File: src/rtl/bram_read_arbiter.sv
// Round-robin arbiter sharing one read-only BRAM port between two burst
// requesters (0: pixel reader, 1: coefficient loader). Each grant issues a
// burst of consecutive addresses. Read data comes back with a fixed two-cycle
// latency and is tagged with the owning requester's rvalid/done strobes.
module bram_read_arbiter #(
  parameter int ADDRESS_WIDTH = 13,
  parameter int DATA_WIDTH    = 32,
  parameter int LEN_WIDTH     = 8
) (
  input  logic                       clk_i,
  input  logic                       rst_i,
  input  logic [1:0]                 req_i,
  input  logic [2*ADDRESS_WIDTH-1:0] addr_i,
  input  logic [2*LEN_WIDTH-1:0]     len_i,
  output logic [1:0]                 gnt_o,
  output logic [1:0]                 rvalid_o,
  output logic [1:0]                 done_o,
  output logic [DATA_WIDTH-1:0]      rdata_o,
  output logic                       busy_o,
  output logic [ADDRESS_WIDTH-1:0]   bram_addr,
  output logic                       bram_en,
  output logic [3:0]                 bram_we,
  input  logic [DATA_WIDTH-1:0]      data_i
);
  // Stage 1: BRAM output cycle. Stage 2: registered rdata/rvalid cycle.
  localparam int STAGES = 2;

  typedef enum logic [1:0] {IDLE, BURST, DRAIN} state_e;

  // Tag carried alongside each issued address down the read pipeline.
  typedef struct packed {
    logic own;   // owning requester
    logic last;  // final word of the burst
  } tag_t;

  state_e                   state_q, state_d;
  logic                     run_q;
  logic                     rr_q, rr_d;     // requester favoured on a tie
  logic                     own_q, own_d;   // owner of the current burst
  logic [ADDRESS_WIDTH-1:0] addr_q, addr_d;
  logic [LEN_WIDTH-1:0]     cnt_q, cnt_d;   // words still to issue
  logic [1:0]               zdone;
  logic                     sel;
  logic [ADDRESS_WIDTH-1:0] addr_sel;
  logic [LEN_WIDTH-1:0]     len_sel;
  tag_t                     tag_now;

  logic [STAGES:1]          vld_pipe_q;
  tag_t [STAGES:1]          tag_pipe_q;
  logic [DATA_WIDTH-1:0]    rdata_q;

  // A lone request wins outright; a tie goes to the round-robin favourite.
  always_comb begin
    sel = rr_q;
    if (req_i == 2'b01)      sel = 1'b0;
    else if (req_i == 2'b10) sel = 1'b1;
  end

  assign addr_sel = sel ? addr_i[ADDRESS_WIDTH +: ADDRESS_WIDTH] : addr_i[0 +: ADDRESS_WIDTH];
  assign len_sel  = sel ? len_i[LEN_WIDTH +: LEN_WIDTH]         : len_i[0 +: LEN_WIDTH];

  // run_q blocks grants while reset is held and for the first cycle after release.
  always_ff @(posedge clk_i or negedge rst_i) begin
    if (!rst_i) run_q <= 1'b0;
    else        run_q <= 1'b1;
  end

  // FSM and burst state registers.
  always_ff @(posedge clk_i or negedge rst_i) begin
    if (!rst_i) begin
      state_q <= IDLE;
      rr_q    <= 1'b0;
      own_q   <= 1'b0;
      addr_q  <= '0;
      cnt_q   <= '0;
    end else begin
      state_q <= state_d;
      rr_q    <= rr_d;
      own_q   <= own_d;
      addr_q  <= addr_d;
      cnt_q   <= cnt_d;
    end
  end

  // Next-state logic. The grant and the zero-length done are decided combinationally in IDLE.
  always_comb begin
    state_d = state_q;
    rr_d    = rr_q;
    own_d   = own_q;
    addr_d  = addr_q;
    cnt_d   = cnt_q;
    gnt_o   = 2'b00;
    zdone   = 2'b00;
    case (state_q)
      IDLE: begin
        if (run_q && (req_i != 2'b00)) begin
          gnt_o[sel] = 1'b1;
          rr_d       = ~sel;
          own_d      = sel;
          addr_d     = addr_sel;
          cnt_d      = len_sel;
          if (len_sel == '0) zdone[sel] = 1'b1;
          else               state_d    = BURST;
        end
      end
      BURST: begin
        addr_d = addr_q + ADDRESS_WIDTH'(1);
        cnt_d  = cnt_q - LEN_WIDTH'(1);
        if (cnt_q == LEN_WIDTH'(1)) state_d = DRAIN;
      end
      DRAIN:   state_d = IDLE;
      default: state_d = IDLE;
    endcase
  end

  assign bram_en   = (state_q == BURST);
  assign bram_addr = addr_q;
  assign bram_we   = 4'd0;
  assign busy_o    = (state_q != IDLE);

  assign tag_now = '{own: own_q, last: (cnt_q == LEN_WIDTH'(1))};

  // Read pipeline: shift the valid bit and tag, and capture BRAM data as it emerges.
  always_ff @(posedge clk_i or negedge rst_i) begin
    if (!rst_i) begin
      vld_pipe_q <= '0;
      tag_pipe_q <= '0;
      rdata_q    <= '0;
    end else begin
      vld_pipe_q <= {vld_pipe_q[STAGES-1:1], bram_en};
      tag_pipe_q <= {tag_pipe_q[STAGES-1:1], tag_now};
      if (vld_pipe_q[STAGES-1]) rdata_q <= data_i;
    end
  end

  assign rvalid_o = !vld_pipe_q[STAGES]      ? 2'b00 :
                    tag_pipe_q[STAGES].own   ? 2'b10 : 2'b01;
  assign done_o   = (rvalid_o & {2{tag_pipe_q[STAGES].last}}) | zdone;
  assign rdata_o  = rdata_q;

endmodule

File: config.mk
export PLATFORM = sky130hd
export DESIGN_NAME = bram_read_arbiter
export DESIGN_NICKNAME = d
export VERILOG_FILES = /design/src/rtl/bram_read_arbiter.sv
export SDC_FILE = /design/constraint.sdc
export NUM_CORES = 1
export LEC_CHECK = 0
export ABC_CLOCK_PERIOD_IN_PS = 4000
export CAP_MARGIN = 0
export CORE_UTILIZATION = 40
export CTS_BUF_LIST = sky130_fd_sc_hd__clkbuf_4
export DETAILED_ROUTE_END_ITERATION = 8
export PLACE_DENSITY = 0.87
export SYNTH_ARGS = -nofsm -noshare
export SYNTH_HDL_FRONTEND = slang
export SYNTH_SLANG_ARGS = --single-unit
export TNS_END_PERCENT = 5
File: constraint.sdc
create_clock -name clk_i -period 4 [get_ports clk_i]
set_clock_uncertainty 0.2 [all_clocks]
set_input_delay 0.4 -clock clk_i [delete_from_list [all_inputs] [get_ports clk_i]]
set_output_delay 0.4 -clock clk_i [all_outputs]
set_load 0.01 [all_outputs]
; After elaboration in Yosys (flattened, before gate mapping)
; Cells that the tools add are included.
[word_totals]
ff_bits = 64
input_bits = 78
output_inout_bits = 57
[classes]
n_addsub = 2
magnitude_cmp = 2
eq_ne = 7
n_mux = 21
bitwise_logic = 3
reduce_logical = 10
[op_table]
columns = cell, n
row1 = 13-bit two-way mux, 2
row2 = 13-bit one-hot mux with 2 select lines, 1
row3 = 2-bit two-way mux, 10
row4 = 8-bit two-way mux, 2
row5 = 8-bit one-hot mux with 2 select lines, 1
row6 = "13-bit by 1-bit adder with 13-bit output, second input constant", 1
row7 = "8-bit by 1-bit == test with 1-bit output, second input constant", 1
row8 = 8-bit logical NOT, 1
row9 = "8-bit by 1-bit subtractor with 8-bit output, second input constant", 1
row10 = 2-bit nonzero test, 3
row11 = "2-bit by 1-bit == test with 1-bit output, second input constant", 2
row12 = "2-bit inequality test, second input constant", 2
row13 = 2-bit one-hot mux with 2 select lines, 1
row14 = 2-bit AND reduction, 2
row15 = 1-bit two-way mux, 3
row16 = 3-bit AND reduction, 1
row17 = 2-bit bitwise AND, 1
row18 = "2-bit == test, second input constant", 1
row19 = 1-bit logical AND, 2
row20 = 2-bit logical NOT, 1
row21 = "1-bit by 2-bit less-than comparator with 1-bit output, second input constant", 1
row22 = "2-bit by 1-bit inequality test with 1-bit output, second input constant", 1
row23 = 2-bit OR, 1
row24 = 1-bit demux with 1-bit select, 1
row25 = 2 further kinds, 2

; Depth between registers and ports, before layout
; Gate-level depths: netlist of the first run.
[depth]
ltp_word = 11
mapped_depth = 7
mapped_depth_nobuf = 7

; Worst setup path before layout of the first run
; Ideal clock, no wire load.
[synth_timing]
path_type = register -> output
from = reg rr_q
to = out done_o[1]
arrival_time_ns = 1.673
t_required_ns = 3.400
setup_slack_ns = 1.727
stages_incl_launch_ff = 8
cell_sequence = dfrtp_1 -> nand2b_1 -> buf_6 -> buf_6 -> a211oi_1 -> o22ai_1 -> nor4_2 -> a32o_1
[synth_between]
elab_chain_len = 10
[synth_lines]
columns = item, line_no
row1 = from (decl), 38  ; logic rr_q, rr_d;
row2 = from (signal assigned), 78  ; rr_q <= rr_d;
row3 = 1-bit two-way mux (*), 56  ; else if (req_i == 2'b10) sel = 1'b1;
row4 = 1-bit two-way mux (*), 55  ; if (req_i == 2'b01) sel = 1'b0;
row5 = 1-bit by 2-bit less-than comparator with 1-bit output (implied by the code) / 1-bit greater-or-equal comparator (equally long branches), 102  ; if (len_sel == '0) zdone[sel] = 1'b1;
row6 = 1-bit logical AND (implied by the code), 102
row7 = 1-bit two-way mux (implied by the code), 102
row8 = 1-bit demux with 1-bit select, 102
row9 = 2-bit two-way mux (*), 102
row10 = 2-bit two-way mux (*), 96  ; if (run_q && (req_i != 2'b00)) begin
row11 = 2-bit two-way mux (*), 94  ; case (state_q)
row12 = 2-bit OR (*), 138  ; assign done_o = (rvalid_o & {2{tag_pipe_q[STAGES].last}}) | zdone;
row13 = to (decl), 17  ; output logic [1:0] done_o,
; Every way passes the cells marked *; elsewhere a longest branch is shown, timed or not.

; Final worst setup path of the first run
; Same ends and word-level chain as after synthesis.

==> run metrics, run 1 <==
Switching Share=35.4%; wire per inst=15.3 µm; cell area after synthesis=3230 µm²; critical path class=register to primary output; status=complete, no violations; ys flop type=dfrtp_1; vias=2,835; post-synthesis xor/xnor area fraction=0.271%; Chip Width=91.9 µm; post-cts resize count=0; syn_area_per_cell=10.7 µm²; Setup crit start=rr_q; post-synthesis sequential area ratio=49.6%; most frequent cells in the layout=129 x clkdlybuf4s50_1, 64 x dfrtp_1, 35 x mux2_2; Comb power frac=45.0%; initial drt markers=96; period utilisation layout=93.1%; # diodes=0; critical path capture point type=primary output; Synth async-reset ratio=100%; clock tree buffer depth=2; sequential power share=37.9%; initial antenna violation count=0; Post-Synth Simple-Gate Area=13.6%; synth warn=0; layout cells sized above 1=15.1%; Hold Fails Final Rpt=0; cts bufs inserted=9; top cells by area, synth=dfrtp_1 50%, mux2_2 12%, nand2_1 3.0%, nor2_1 2.2%, a22o_1 2.2%; Final Setup Violations=0; first-pass GRT wire length=13,200 µm; most common cell after layout, fill and taps aside=clkdlybuf4s50_1; Tmin final=3.73 ns; Worst setup SP type=register; routed wire length=8270 µm; EDFF count, synth=0; TritonCTS clock tree=yes; net switching power=1.01 mW; cell row count=32; DRT Pass-1 Iters=4; FILL cells=626; LEAKAGE=1.96 nW; Post-DP HPWL=6290 µm; Critical R2R Launch=rr_q; MaxCap Viol Count=0; Relative slew margins=54.0%; largest family of logic cells by synthesized area=compound AO/OA/AOI/OAI gates; area of the die=8440 µm²; Post-Synth Adder-Cell Area=1.16%; Final ANT Viol Nets=0; Synth-to-Final Area Change=47.1%; post-synthesis mux area share=13.8%; gp weighted congestion=0.843; vias in the first global route=2,712; dpl ws=0.305 ns; Synth Register Bits=64; maximum vdd drop=210 µV; Root Buffer=clkbuf_4; H-tree levels=3; drt drc=0; Compound-Gate Fraction of Synth Area=15.9%; routed vias/inst=5.26; synth unique cells=50; hold_sp=tag_pipe_q[0]; die height=91.9 µm; largest net degree at the start of global routing=34; Yosys top cell by area=dfrtp_1; Worst EP required=3.40 ns; Starting Density=41.6%; P_int=1.84 mW; setup ws final=0.275 ns; # IOs=135; crit path max fanout=18; share of the synthesized area in the top cell type=49.6%; Post-Syn Instances=303; RSZ-0062 raised after global routing=no; Peak Freq=268 MHz; I/O Buffers=130; worst slew pin tran=0.690 ns; CP Cell Sequence=nand2b_1 > a211oi_1 > o22ai_1 > nor4_2 > a32o_1 > clkdlybuf4s50_1; TritonCTS Sinks=64; data arrival time of the worst path=3.13 ns; CP max stage cell=clkdlybuf4s50_1; Clk Latency, worst-skew pair=0.40 ns; Max stage delay on crit path=0.58 ns; P per Cell Area=600 nW/µm²; Worst-path clk slew=0.11 ns; final net count=513; Hold Path Class=register to register; Pins Over Slew Limit=0; Clk pwr share=17.2%; total grt overflow=0; core area=7770 µm²; Fin Setup TNS=0 ns; gr usage total=20.2%
-- worst max-delay path: cells and delay by family (launching register included) --
| family | cells | cell delay, ns |
|---|---|---|
| DFF | 1 | 0.44 |
| buffers and inverters | 1 | 0.58 |
| and+or+nand+nor | 2 | 0.92 |
| AOI/OAI and AO/OA | 3 | 0.79 |
-- cells by family after synthesis --
family | count (synthesis)
flops | 64
other cells | 2
xor+xnor | 1
simple gates | 87
buf+inv | 35
mux | 40
compound gates | 71
fa+ha+maj | 3
-- state kept, by name, indices dropped and copies added (netlist names) --
signal and flops:
vld_pipe_q 2, bram_addr 13, rdata_o 32, own_q 1, state_q 2, run_q 1, rr_q 1, cnt_q 8
tag_pipe_q 4
-- cell type report --
cell class,instances,area (µm²),area share [%]
clock buffers,10,75.1,1.58
clock inverters,6,83.8,1.76
inverters,13,48.8,1.03
multi-input cells,207,1470,30.8
flip-flops and latches,64,1600,33.7
well taps,102,128,2.68
repair buffers,137,1350,28.4
-- synthesized netlist by cell type (2+ instances only) --
master,count
a211oi_1,8
a21oi_1,11
a221oi_1,3
a22o_1,8
a311oi_1,4
a31oi_1,5
a32o_1,2
and3_1,3
buf_1,4
buf_2,3
buf_4,5
buf_6,3
clkbuf_1,7
conb_1,2
dfrtp_1,64
ha_1,3
inv_1,13
mux2_2,35
mux2i_1,4
nand2_1,26
nand2b_1,2
nand3_1,4
nand4_1,2
nor2_1,19
nor2b_1,11
nor3_1,5
nor4_2,2
o21ai_0,4
o21ai_1,2
o221ai_1,2
o22ai_1,8
o31a_1,2
o31ai_1,5
or2_1,2
or2_2,4
or3_1,2
-- worst paths after layout --
path / end / slack, ns / depth (start not counted)
hold / removal: tag_pipe_q[2] / 0.16 / 0
max in group asynchronous: tag_pipe_q[2] / 2.31 / 3
min in group asynchronous: rdata_o[16] / 0.40 / 2
hold reg to reg: tag_pipe_q[2] / 0.16 / 0
setup / recovery: done_o[1] / 0.27 / 6
setup reg to reg: state_q[0] / 1.53 / 5
-- power by group through the flow --
stage / Sequential, mW / Clock (mW) / Combinational [mW]
detailed placement: 1.09 / 0 / 1.29
global placement: 1.07 / 0 / 1.25
floorplan: 1.12 / 0 / 0.650
global route: 1.12 / 0.527 / 1.40
CTS: 1.08 / 0.499 / 1.29
finish: 1.08 / 0.489 / 1.28
-- per-stage QoR --
stage	total power, mW	area, µm²	std cells	util, %	hold slack (ns)
floorplan	1.77	3240	306	-	-0.0956
global placement	2.33	4580	522	59.0	0.132
detailed placement	2.38	4580	522	59.0	0.139
CTS	2.87	4750	539	61.2	0.161
global route	3.04	4750	539	61.2	0.183
finish	2.85	4750	539	61.2	0.165
-- what timing repair did --
item / 4_1_cts / 5_1_grt
buffers inserted: 0 / 0
setup endpoints to repair: 0 / 0
hold endpoints to repair: 32 / 0
hold buffers: 1 / 0
-- metal layers --
metal / routed length (µm) / track usage (%) / part of all wire, % / vias up
li1: - / - / - / 1363
met1: 3520 / 25.7 / 43 / 1338
met2: 3920 / 32.2 / 47 / 120
met3: 647 / 4.64 / 7.8 / 14
met4: 173 / 10.3 / 2.1 / 0
met5: 0 / 0 / 0 / -
Power figures use the tool's default switching activity.
==> inputs of run 2 (changes only) <==
--- a/config.mk
+++ b/config.mk
@@ -7,10 +7,10 @@
 export LEC_CHECK = 0
 export ABC_CLOCK_PERIOD_IN_PS = 4000
 export CAP_MARGIN = 0
-export CORE_UTILIZATION = 40
+export CORE_UTILIZATION = 48
 export CTS_BUF_LIST = sky130_fd_sc_hd__clkbuf_4
 export DETAILED_ROUTE_END_ITERATION = 8
-export PLACE_DENSITY = 0.87
+export PLACE_DENSITY = 0.95
 export SYNTH_ARGS = -nofsm -noshare
 export SYNTH_HDL_FRONTEND = slang
 export SYNTH_SLANG_ARGS = --single-unit
==> run metrics, run 2 (synthesis gave the netlist of run 1 again) <==
Root Buffer=clkbuf_4; CP Cell Sequence=nand2b_1 > a211oi_1 > o22ai_1 > nor4_2 > o2bb2ai_1 > clkdlybuf4s50_1; Post-DP HPWL=6450 µm (+2.6%); Finished Layout Cells=514 (-4.6%); CP max stage cell=clkdlybuf4s50_1; Critical R2R Launch=state_q[1]; hold_sp=tag_pipe_q[0]; Fin Setup TNS=0 ns (unchanged); cell row count=29 (-9.4%); Hold Worst Slack=0.161 ns (-0.00352 ns); wire per inst=16.4 µm (+7.0%); most common cell after layout, fill and taps aside=clkdlybuf4s50_1; TritonCTS clock tree=yes; Clk pwr share=16.8% (-0.4 points); most frequent cells in the layout=129 x clkdlybuf4s50_1, 64 x dfrtp_1, 35 x mux2_2; RSZ-0062 raised after global routing=no; Final Setup Violations=0 (unchanged); Comb power frac=45.0% (about the same); violated checks=design-rule violations; post-cts resize count=0 (unchanged); crit path max fanout=18 (unchanged); FILL cells=460 (-27%); core area=6420 µm² (-17%); final net count=513 (unchanged); data arrival time of the worst path=3.06 ns (-0.07 ns); Hold Path Class=register to register; sequential power share=38.2% (+0.3 points); I/O Buffers=130 (unchanged); # IOs=135 (unchanged); TritonCTS Sinks=64 (unchanged); MaxCap Viol Count=0 (unchanged); area of the die=7070 µm² (-16%); routed vias/inst=5.63 (+7.1%); Post-CTS Repair Setup Buffers=0 (unchanged); Max stage delay on crit path=0.56 ns (-0.02 ns); Synth-to-Final Area Change=46.0%; Clk Latency, worst-skew pair=0.40 ns (about the same); critical path capture point type=primary output; vias in the first global route=2,785 (+2.7%); max reg flops=32 (unchanged); net switching power=1.02 mW (+1.2%); P per Cell Area=606 nW/µm² (+0.88%); H-tree levels=3 (unchanged); worst slew pin tran=0.651 ns (-0.0392 ns); largest net degree at the start of global routing=37 (+8.8%); Starting Density=50.3% (+8.7 points); initial drt markers=168 (+75%); Placed Cells=497 (-4.8%); FF-to-FF setup slack=1.55 ns (+0.02 ns); layout cells sized above 1=14.9% (-0.23 points); Worst setup SP type=register; cts bufs inserted=9 (unchanged); period utilisation layout=91.4% (-1.7 points); total grt overflow=0 (unchanged); Relative slew margins=56.6% (+2.6 points); Hold Fails Final Rpt=0 (unchanged); hold path cells=0 (unchanged); Final ANT Viol Nets=0 (unchanged); # diodes=0 (unchanged); r2r endpoint=cnt_q[4]; DRT Pass-1 Iters=6 (+2); final core occ=73.4% (+12 points); drt drc=29 (+29); Worst-path clk slew=0.10 ns (about the same); placed inst area=4550 µm² (-0.68%); Hold EP=tag_pipe_q[2]; die height=84.1 µm (-8.5%); initial antenna violation count=0 (unchanged); gr usage total=24.9% (+4.7 points); status=complete, but fails checks; P_int=1.83 mW (-0.47%); LEAKAGE=1.97 nW (+0.24%); first-pass GRT wire length=13,700 µm (+3.7%); vias=2,895 (+2.1%); gp weighted congestion=0.873 (+3.5%); Reg2Reg Depth=6 (+1); maximum vdd drop=376 µV (+79%); Switching Share=35.8% (+0.37 points); Peak Freq=274 MHz (+1.9%); routed wire length=8440 µm (+2.1%); Chip Width=84.1 µm (-8.5%); Pins Over Slew Limit=0 (unchanged); Finished Cell Area=4720 µm² (-0.76%); Worst EP required=3.40 ns (about the same); critical path class=register to primary output; clock tree buffer depth=2 (unchanged); Tmin final=3.66 ns (-0.0689 ns)
-- run 2: cell count changes in the layout (fill, tap and decap cells not counted) --
cell	delta
clkbuf_4	-1
clkinv_2	+1
clkinv_4	+1
clkinvlp_4	-2
clkinv_1	+1
-- run 2: how the worst max path moves through the flow --
stage                  start        end  slack, ns  depth (start not counted)
finish                  rr_q  done_o[0]       0.34                          6
floorplan               rr_q  done_o[1]       1.73                          7
global placement    req_i[0]  done_o[1]       0.49                          7
CTS                     rr_q  done_o[0]       0.31                          6
detailed placement  req_i[0]  done_o[0]       0.32                          7
global route            rr_q  done_o[0]       0.17                          6
-- run 2: per-stage QoR --
stage	total power, mW	setup slack (ns)
after floorplan	1.77	1.73
after global placement	2.32	0.488
after detailed placement	2.39	0.318
after CTS	2.87	0.310
after global routing	3.03	0.169
final	2.86	0.344
-- run 2: repair_timing --
| action | 4_1_cts | 5_1_grt |
|---|---|---|
| endpoints found under the setup margin | 0 | 0 |
| hold buffers | 1 | 0 |
| hold endpoints to repair | 28 | 0 |
-- run 2: metal layers --
metal	global-route usage, %	share of wire [%]	vias to the layer above
met2	41.9	49	144
met3	5.14	7.2	11
met4	8.93	1.1	0
met1	31.9	43	1385
li1	-	-	1355
met5	0	0	-
-- run 2: final cells by class --
class,count,area [µm²],area share [%]
Clock buffer,9,67.6,1.43
Clock inverter,7,86.3,1.83
Inverter,13,48.8,1.03
Multi-Input combinational cell,207,1470,31.1
Sequential cell,64,1600,34.0
Tap cell,77,96.3,2.04
Timing Repair Buffer,137,1350,28.6
-- run 2: power by group through the flow --
stage	registers, mW	logic (mW)	clock network [mW]
3_5_place_dp	1.10	1.29	0
6_report	1.09	1.28	0.479
3_3_place_gp	1.08	1.24	0
5_1_grt	1.13	1.39	0.514
2_1_floorplan	1.12	0.650	0
4_1_cts	1.09	1.29	0.487
-- run 2: critical path: cells and delay by family (launching register included) --
family          cells  cell delay, ns
compound gates      3            0.81
buf+inv             1            0.56
flops               1            0.43
simple gates        2            0.87
